**config.mk**
```make
export PLATFORM = sky130hd
export DESIGN_NAME = muldiv_seq
export DESIGN_NICKNAME = d
export VERILOG_FILES = /design/src/rtl/muldiv_pkg.sv /design/src/rtl/muldiv_iter.sv /design/src/rtl/muldiv_seq.sv
export SDC_FILE = /design/constraint.sdc
export NUM_CORES = 1
export LEC_CHECK = 0
export CORE_AREA = 2 2 153 215
export DETAILED_ROUTE_END_ITERATION = 10
export DIE_AREA = 0 0 155 217
export PLACE_DENSITY = 0.85
export SLEW_MARGIN = 20
export SYNTH_ARGS = -nofsm -noshare
export SYNTH_HDL_FRONTEND = slang
export SYNTH_SLANG_ARGS = --single-unit
export TNS_END_PERCENT = 30
```
**constraint.sdc**
```tcl
create_clock -name iCLK -period 4.5 [get_ports iCLK]
set_input_delay 0.675 -clock iCLK [delete_from_list [all_inputs] [get_ports iCLK]]
set_output_delay 0.675 -clock iCLK [all_outputs]
set_load 0.01 [all_outputs]
```
**src/rtl/muldiv_pkg.sv**
```systemverilog
// Shared encodings and constants for the multicycle HI/LO multiply/divide sequencer.
package muldiv_pkg;

  localparam int MD_DATA_W = 32;
  localparam int MD_CNT_W  = 5;

  localparam logic [2:0] MD_MULT  = 3'd0;
  localparam logic [2:0] MD_MULTU = 3'd1;
  localparam logic [2:0] MD_DIV   = 3'd2;
  localparam logic [2:0] MD_DIVU  = 3'd3;
  localparam logic [2:0] MD_MTHI  = 3'd4;
  localparam logic [2:0] MD_MTLO  = 3'd5;

  typedef enum logic [1:0] {
    S_IDLE = 2'd0,
    S_MUL  = 2'd1,
    S_DIV  = 2'd2,
    S_FIX  = 2'd3
  } md_state_e;

  localparam logic [MD_DATA_W-1:0] LO_DIVZ = 32'hFFFFFFFF;

endpackage

```
**src/rtl/muldiv_iter.sv**
```systemverilog
// One radix-2 iteration: shift-add multiply step or restoring divide step on a {hi,lo} pair.
module muldiv_iter
  import muldiv_pkg::*;
#(
  parameter int W = MD_DATA_W
) (
  input  logic         is_div,
  input  logic [W-1:0] hi_i,
  input  logic [W-1:0] lo_i,
  input  logic [W-1:0] opnd_i,
  output logic [W-1:0] hi_o,
  output logic [W-1:0] lo_o
);

  logic [W:0] sum;
  logic [W:0] acc;
  logic [W:0] rsh;
  logic [W:0] diff;

  always_comb begin
    sum  = {1'b0, hi_i} + {1'b0, opnd_i};
    acc  = lo_i[0] ? sum : {1'b0, hi_i};
    // Remainder stays below the divisor, so the shifted value fits W+1 bits and
    // a set top bit of the difference means the trial subtract went negative.
    rsh  = {hi_i, lo_i[W-1]};
    diff = rsh - {1'b0, opnd_i};
    if (is_div) begin
      hi_o = diff[W] ? rsh[W-1:0] : diff[W-1:0];
      lo_o = {lo_i[W-2:0], ~diff[W]};
    end else begin
      hi_o = acc[W:1];
      lo_o = {acc[0], lo_i[W-1:1]};
    end
  end

endmodule

```
**src/rtl/muldiv_seq.sv**
```systemverilog
// HI/LO owner: 32-step iterative multiply/divide with sign fixup, MTHI/MTLO writes and pipeline stall.
module muldiv_seq
  import muldiv_pkg::*;
#(
  parameter int DATA_W = MD_DATA_W,
  parameter int CNT_W  = MD_CNT_W
) (
  input  logic              iCLK,
  input  logic              iRST_n,
  input  logic              iStart,
  input  logic [2:0]        iOp,
  input  logic [DATA_W-1:0] iA,
  input  logic [DATA_W-1:0] iB,
  input  logic              iReadHi,
  input  logic              iReadLo,
  output logic [DATA_W-1:0] oHI,
  output logic [DATA_W-1:0] oLO,
  output logic              oBusy,
  output logic              oStall,
  output logic              oDone,
  output logic              oDivZero
);

  md_state_e         state_q, state_d;
  logic [CNT_W-1:0]  cnt_q, cnt_d;
  logic [DATA_W-1:0] acc_hi_q, acc_hi_d, acc_lo_q, acc_lo_d;
  logic [DATA_W-1:0] opnd_q, opnd_d, a_raw_q, a_raw_d;
  logic [DATA_W-1:0] hi_q, hi_d, lo_q, lo_d;
  logic [2:0]        op_q, op_d;
  logic              neg_q, neg_d, rem_neg_q, rem_neg_d;
  logic              done_q, done_d, divz_q, divz_d;

  logic              is_sgn, a_neg, b_neg;
  logic [DATA_W-1:0] a_mag, b_mag, step_hi, step_lo;
  logic [2*DATA_W-1:0] prod;

  muldiv_iter #(.W(DATA_W)) u_iter (
    .is_div (state_q == S_DIV),
    .hi_i   (acc_hi_q),
    .lo_i   (acc_lo_q),
    .opnd_i (opnd_q),
    .hi_o   (step_hi),
    .lo_o   (step_lo)
  );

  always_comb begin
    is_sgn = (iOp == MD_MULT) || (iOp == MD_DIV);
    a_neg  = is_sgn & iA[DATA_W-1];
    b_neg  = is_sgn & iB[DATA_W-1];
    a_mag  = a_neg ? (~iA + 1'b1) : iA;
    b_mag  = b_neg ? (~iB + 1'b1) : iB;
    prod   = {acc_hi_q, acc_lo_q};
    if (neg_q) prod = ~prod + 1'b1;

    state_d   = state_q;
    cnt_d     = cnt_q;
    acc_hi_d  = acc_hi_q;
    acc_lo_d  = acc_lo_q;
    opnd_d    = opnd_q;
    a_raw_d   = a_raw_q;
    op_d      = op_q;
    neg_d     = neg_q;
    rem_neg_d = rem_neg_q;
    hi_d      = hi_q;
    lo_d      = lo_q;
    done_d    = 1'b0;
    divz_d    = 1'b0;

    case (state_q)
      S_IDLE: begin
        if (iStart) begin
          case (iOp)
            MD_MTHI: hi_d = iA;
            MD_MTLO: lo_d = iA;
            MD_MULT, MD_MULTU: begin
              state_d   = S_MUL;
              acc_hi_d  = '0;
              acc_lo_d  = b_mag;
              opnd_d    = a_mag;
              neg_d     = a_neg ^ b_neg;
              rem_neg_d = 1'b0;
            end
            MD_DIV, MD_DIVU: begin
              state_d   = S_DIV;
              acc_hi_d  = '0;
              acc_lo_d  = a_mag;
              opnd_d    = b_mag;
              neg_d     = a_neg ^ b_neg;
              rem_neg_d = a_neg;
            end
            default: ;
          endcase
          if (iOp <= MD_DIVU) begin
            cnt_d   = '0;
            op_d    = iOp;
            a_raw_d = iA;
          end
        end
      end
      S_MUL, S_DIV: begin
        acc_hi_d = step_hi;
        acc_lo_d = step_lo;
        cnt_d    = cnt_q + 1'b1;
        if (cnt_q == {CNT_W{1'b1}}) state_d = S_FIX;
      end
      default: begin
        state_d = S_IDLE;
        done_d  = 1'b1;
        if ((op_q == MD_DIV) || (op_q == MD_DIVU)) begin
          if (opnd_q == '0) begin
            lo_d   = DATA_W'(LO_DIVZ);
            hi_d   = a_raw_q;
            divz_d = 1'b1;
          end else begin
            lo_d = neg_q ? (~acc_lo_q + 1'b1) : acc_lo_q;
            hi_d = rem_neg_q ? (~acc_hi_q + 1'b1) : acc_hi_q;
          end
        end else begin
          hi_d = prod[2*DATA_W-1:DATA_W];
          lo_d = prod[DATA_W-1:0];
        end
      end
    endcase
  end

  always_ff @(posedge iCLK or negedge iRST_n) begin
    if (!iRST_n) begin
      state_q   <= S_IDLE;
      cnt_q     <= '0;
      acc_hi_q  <= '0;
      acc_lo_q  <= '0;
      opnd_q    <= '0;
      a_raw_q   <= '0;
      op_q      <= '0;
      neg_q     <= 1'b0;
      rem_neg_q <= 1'b0;
      hi_q      <= '0;
      lo_q      <= '0;
      done_q    <= 1'b0;
      divz_q    <= 1'b0;
    end else begin
      state_q   <= state_d;
      cnt_q     <= cnt_d;
      acc_hi_q  <= acc_hi_d;
      acc_lo_q  <= acc_lo_d;
      opnd_q    <= opnd_d;
      a_raw_q   <= a_raw_d;
      op_q      <= op_d;
      neg_q     <= neg_d;
      rem_neg_q <= rem_neg_d;
      hi_q      <= hi_d;
      lo_q      <= lo_d;
      done_q    <= done_d;
      divz_q    <= divz_d;
    end
  end

  assign oHI      = hi_q;
  assign oLO      = lo_q;
  assign oBusy    = (state_q != S_IDLE);
  assign oStall   = oBusy & (iStart | iReadHi | iReadLo);
  assign oDone    = done_q;
  assign oDivZero = divz_q;

endmodule
```
==> results of run 1 <==
==> how the worst max path moves through the flow <==
stage	end	cells after the start	slack, ps
2_1_floorplan	acc_hi_q[2]$_DFFE_PN0P_	13	1200
3_3_place_gp	opnd_q[23]$_DFFE_PN0P_	10	540
3_5_place_dp	opnd_q[23]$_DFFE_PN0P_	10	510
4_1_cts	acc_hi_q[25]$_DFFE_PN0P_	13	620
5_1_grt	acc_hi_q[25]$_DFFE_PN0P_	11	360
6_report	acc_hi_q[25]$_DFFE_PN0P_	13	560
==> registers in the layout, summed over array words and instances (netlist names), 2 cells and up <==
register / flops
a_raw_q: 32
acc_hi_q: 32
acc_lo_q: 32
oHI: 32
oLO: 32
opnd_q: 32
cnt_q: 5
op_q: 2
state_q: 2
==> area by class of cell <==
type | instances | area (um^2) | area share (%)
multi-input combinational | 1803 | 11270 | 56.16
sequential | 205 | 5130 | 25.57
timing repair buffer | 226 | 2086 | 10.40
clock buffer | 30 | 684.4 | 3.412
tap | 400 | 500.5 | 2.495
inverter | 62 | 232.7 | 1.160
clock inverter | 14 | 161.4 | 0.8046
==> where the power goes <==
group / internal, mW / total [mW] / switching, mW
combinational: 4.41 / 11.2 / 6.77
sequential: 2.72 / 3.71 / 0.991
clock: 1.26 / 2.14 / 0.880
total: 8.39 / 17.0 / 8.64
==> cells in the mapped netlist (all sizes together) (10+ instances only) <==
cell type  count
or3           40
o21ai        219
nor2b         16
mux2          28
and3          17
xnor2        102
and2          15
or2           15
a21o          27
a211oi        48
a21oi        224
nand2        302
a22oi         26
dfrtp        205
a31oi         24
ha            73
o221ai        29
o22ai         31
buf           16
a221o         11
nand2b        23
nor2         174
nand4         10
xor2          77
clkbuf       140
inv           61
o211ai        10
or4           18
nand3         26
nor3          39
o41ai         13
mux2i         29
nor4          22
o31ai         27
==> worst max-delay path: cells and delay by family, from the launching register on <==
kind,cells,cell delay [ps]
buffers and inverters,1,150
adder cells (fa/ha/maj),2,630
AO/OA/AOI/OAI,8,2030
flip-flops,1,410
AND/OR/NAND/NOR,1,180
multiplexers,1,390
==> metal layers <==
layer | part of all wire [%] | wire length [um]
met5 | 0 | 0
met4 | 9.8 | 6945
met3 | 9.2 | 6532
met2 | 45 | 32040
met1 | 36 | 25210
==> logic make-up after synthesis <==
group                      count (synthesis)  synth area share (%)
adders and majority gates                 75                 5.552
and+or+nand+nor                          733                 19.78
AOI/OAI and AO/OA                        759                 27.34
DFF                                      205                 29.87
xor gates and xnor gates                 179                 9.130
muxes                                     57                 3.527
buffers and inverters                    218                 4.794
==> run_results.csv, run 1 <==
group,metric,value,unit
status,status,"completed",
yosys,yosys-top-cells-area,"dfrtp_1 30%, nand2_1 6.6%, a21oi_1 6.5%",
timing,whs,157.1,ps
timing,finalClockSkew,24.84,ps
die,die_w,155,um
power_and_ir_drop,p_per_area,849.1,nW/um^2
min_path,hp-class,"in -> async",
die,pin_count,140,
layout,final_cell_mix,"302 x nand2_1, 222 x a21oi_1, 210 x o21ai_0, 205 x dfrtp_1, 173 x nor2_1",
clocking,path_clk_slew,60,ps
grt,antenna_found_initial,1,
setup_path,cp.arrival,4320,ps
clocking,post-cts-setup-buffers,0,
placed_design,dpl_worst_slack,507.5,ps
clocking,cts_resized,0,
yosys,async_reset_ff_share,100.0,%
die,die-area,33640,um^2
layout,num-nets-final,2469,
clocking,holdBufCountCts,0,
setup_path,ff2ff_setup_slack,560,ps
yosys,synth_top_area_share,29.87,%
layout,final_common_cell,"nand2_1",
setup_path,worstPathCellList,"ha_1 > fa_1 > nand2b_1 > a21oi_1 > o41ai_1 > buf_4 > o21ai_1 > a31o_2 > a211o_1 > o2111a_1 > mux2_2 > a22oi_1 > o21ai_0",
grt,grt_pass1_vias,18104,
placed_design,postPlaceCellArea,19210,um^2
yosys,yosysTopAreaCell,"dfrtp_1",
routing,drc,0,
clocking,cts_sinks,205,
placed_design,gp_congestion,1.052,
yosys,syn_area,17170,um^2
timing,min_period,3941,ps
clocking,cts_root_buf,"clkbuf_16",
grt,grt_overflow,0,
routing,wl_per_cell,25.81,um
clocking,clk_latency,550,ps
grt,met1_usage,49.41,%
setup_path,startpoint,"opnd_q[0]$_DFFE_PN0P_",
yosys,synth-seq-cells,205,
timing,setup_viol_count_final,0,
placed_design,place.detailed.hpwl,53300,um
timing,fin_crit_sh,87.58,%
setup_path,cp_data_required_time,4880,ps
routing,drtIter0Drc,2451,
job,maxCapViolCount,0,
setup_path,critPathSlowestCell,"o2111a_1",
placed_design,place_inst,2696,
yosys,synth-main-ff-cell,"dfrtp_1",
yosys,synth_nets,2373,
layout,antenna_cells,0,
timing,report.final.slew_viol_count,0,
clocking,cts_buffers,24,
clocking,htree_levels,1,
timing,worst_pin_slew,1065,ps
die,coreArea,31910,um^2
timing,hold_viol_final,0,
routing,final_antenna_net_count,0,
setup_path,end_kind,"flip-flop",
die,initial_utilization,53.81,%
yosys,ys_warn_count,0,
routing,num_vias,18531,
layout,final_area,20060,um^2
layout,final_cell_count_no_fill,2740,
timing,fmax,0.2537,GHz
setup_path,start_kind,"flip-flop",
layout,fin_util,62.86,%
setup_path,rr_worst_depth,13,
layout,layout-drive-gt1-share,8.291,%
layout,syn_to_final_growth,16.82,%
grt,grt_pass1_wl,107200,um
timing,layout_setup_ws,558.8,ps
routing,wl,70730,um
die,rows,78,
grt,grt_util_met2,66.18,%
grt,use_met3,6.930,%
yosys,ys_seq_area_share,29.87,%
clocking,tritoncts,"built",
layout,fill_cells,2863,
routing,drtPass1Iterations,6,
timing,setup_tns,0,ps
grt,grtUsageTotal,41.51,%
power_and_ir_drop,leakage,8.466,nW
grt,grt_max_degree,78,
setup_path,reg2reg_from,"opnd_q[0]$_DFFE_PN0P_",
setup_path,r2r-end,"acc_hi_q[25]$_DFFE_PN0P_",
setup_path,worstSetupPathType,"reg -> reg",
die,die_h,217,um
setup_path,cpPeakStageDelay,520,ps
routing,vias_per_cell,6.763,
power_and_ir_drop,ir_drop,0.4928,mV
power_and_ir_drop,power,17.03,mW
grt,top_usage_layer,"met2",
timing,max_slew_margin,29.03,%
yosys,yosysUniqueCellTypes,79,
yosys,syn_inst,2226,
setup_path,critPathMaxFanout,10,
timing,rsz0062_at_grt,"false",
yosys,syn_area_per_cell,7.714,um^2
clocking,clk_path_buf_depth,3,
yosys,synth_edf_count,0,
placed_design,portBuffers,139,
(Power assumes the default switching activity.)
==> run 2: changes to the inputs <==
Settings changed: SETUP_SLACK_MARGIN set to 0.4, SLEW_MARGIN 20 to not set.
==> run 2 against run 1 <==
Effect of this change:
- setup slack better by 140 ps
- largest power group unchanged
- core utilization hardly changed
- combinational power about the same
==> run_results.csv, run 2 (same netlist as run 1, synthesis figures left out) <==
group,metric,value,unit
power_and_ir_drop,leakage,8.469,nW
clocking,clk_latency,550,ps
clocking,holdBufCountCts,0,
routing,drtIter0Drc,2453,
die,rows,78,
die,pin_count,140,
timing,fmax,0.2631,GHz
placed_design,gp_congestion,1.052,
setup_path,r2r-end,"acc_hi_q[15]$_DFFE_PN0P_",
layout,fill_cells,2862,
layout,syn_to_final_growth,16.83,%
setup_path,critPathMaxFanout,9,
setup_path,worst_path_most_repeated_cell,"o21ai_0",
timing,setup_viol_count_final,0,
clocking,path_clk_slew,60,ps
setup_path,cp_data_required_time,4910,ps
timing,finalClockSkew,27.61,ps
setup_path,ff2ff_setup_slack,700,ps
clocking,cts_sinks,205,
power_and_ir_drop,pwr-share-clk,12.5,%
clocking,cts_buffers,24,
grt,grtUsageTotal,41.51,%
layout,layout-drive-gt1-share,8.333,%
power_and_ir_drop,power_frac_comb,65.7,%
die,coreArea,31910,um^2
setup_path,path_depth,14,
setup_path,worstSetupPathType,"reg -> reg",
grt,grt_pass1_vias,18104,
grt,grt_max_degree,78,
grt,grt_overflow,0,
power_and_ir_drop,p_sw_share,50.73,%
routing,num_vias,18563,
power_and_ir_drop,power_frac_seq,21.8,%
placed_design,dpl_worst_slack,507.5,ps
power_and_ir_drop,ir_drop,0.4929,mV
power_and_ir_drop,p_int,8.393,mW
die,die-area,33640,um^2
routing,wl_per_cell,25.82,um
clocking,tritoncts,"built",
die,die_h,217,um
routing,drc,0,
timing,fin_crit_sh,84.46,%
layout,antenna_cells,0,
setup_path,path_buf_inv,2,
setup_path,critPathSlowestCell,"o21ai_0",
grt,grt_pass1_wl,107200,um
placed_design,postPlaceCellArea,19210,um^2
job,maxCapViolCount,0,
die,die_w,155,um
setup_path,rr_worst_depth,14,
setup_path,cp_top_family,"compound AO/OA/AOI/OAI gates",
layout,final_area,20060,um^2
timing,hold_viol_final,0,
power_and_ir_drop,power,17.04,mW
routing,vias_per_cell,6.775,
grt,antenna_found_initial,1,
clocking,cts_root_buf,"clkbuf_16",
timing,worst_pin_slew,1057,ps
routing,wl,70740,um
layout,fin_util,62.86,%
setup_path,cpPeakStageDelay,500,ps
clocking,htree_levels,1,
clocking,post-cts-setup-buffers,0,
layout,final_common_cell,"nand2_1",
placed_design,place.detailed.hpwl,53300,um
status,status,"completed",
setup_path,end_kind,"flip-flop",
timing,report.final.slew_viol_count,0,
power_and_ir_drop,p_per_area,849.2,nW/um^2
timing,layout_setup_ws,699.2,ps
clocking,clk_path_buf_depth,3,
setup_path,start_kind,"flip-flop",
routing,drtPass1Iterations,6,
placed_design,portBuffers,139,
layout,final_cell_mix,"302 x nand2_1, 222 x a21oi_1, 210 x o21ai_0, 205 x dfrtp_1, 173 x nor2_1",
timing,rsz0062_at_grt,"false",
layout,num-nets-final,2469,
timing,setup_tns,0,ps
die,initial_utilization,53.81,%
setup_path,cp.arrival,4210,ps
power_and_ir_drop,switchingPower,8.643,mW
routing,final_antenna_net_count,0,
setup_path,reg2reg_from,"acc_hi_q[0]$_DFFE_PN0P_",
setup_path,worstPathCellList,"buf_4 > ha_1 > inv_1 > fa_1 > nand2b_1 > nor3b_1 > o21ai_0 > a31oi_1 > o21ai_0 > a31oi_1 > xnor2_1 > mux2_2 > a22oi_1 > o21ai_0",
timing,min_period,3801,ps
min_path,hp-class,"in -> async",
timing,max_slew_margin,29.56,%
run 2: cell types whose count changed in the layout (fill, tap and decap cells not counted):
cell,previous run,this run
o311ai_0,2,1
o2111a_2,0,1
o311ai_1,0,1
o2111a_1,1,0
run 2: per-stage QoR:
| step | hold slack [ps] | instances |
|---|---|---|
| floorplan | 379.4 | 2226 |
| CTS | 187.5 | 2740 |
| detailed placement | 462.0 | 2696 |
| finish | 144.3 | 2740 |
| global route | 208.8 | 2740 |
| global placement | 457.8 | 2696 |
run 2: repair_timing:
item / in CTS / in global routing
resized for setup: 0 / 2
endpoints found under the hold margin: 0 / 0
endpoints found under the setup margin: 0 / 3
run 2: how the worst max path moves through the flow:
stage | startpoint | end | slack, ps
final | acc_hi_q[0]$_DFFE_PN0P_ | acc_hi_q[15]$_DFFE_PN0P_ | 700
after global routing | acc_hi_q[1]$_DFFE_PN0P_ | oHI[26]$_DFFE_PN0P_ | 460
after global placement | iA[8] | opnd_q[23]$_DFFE_PN0P_ | 540
after CTS | opnd_q[0]$_DFFE_PN0P_ | acc_hi_q[25]$_DFFE_PN0P_ | 620
after floorplan | acc_lo_q[31]$_DFFE_PN0P_ | acc_hi_q[2]$_DFFE_PN0P_ | 1200
after detailed placement | iA[6] | opnd_q[23]$_DFFE_PN0P_ | 510
run 2: final cells by class:
class	instances	area, um^2	share of cell area [%]
clock buffer	30	684.4	3.412
clock inverter	14	161.4	0.8045
inverter	62	232.7	1.160
multi-input combinational	1803	11270	56.16
sequential	205	5130	25.57
tap	400	500.5	2.495
timing repair buffer	226	2086	10.40
run 2: routing by layer:
layer	vias up	global-route usage, %	part of all wire, %
met5	-	0	0
met1	8765	49.41	35
met3	324	6.930	9.7
li1	8252	-	-
met4	0	33.27	10
met2	1222	66.18	45
run 2: power groups by stage:
stage / Sequential, mW / Clock, mW / Combinational, mW
finish: 3.71 / 2.13 / 11.2
global route: 3.78 / 2.20 / 12.1
CTS: 3.67 / 2.13 / 10.9
detailed placement: 3.69 / 0 / 10.8
global placement: 3.67 / 0 / 10.7
floorplan: 3.45 / 0 / 7.22
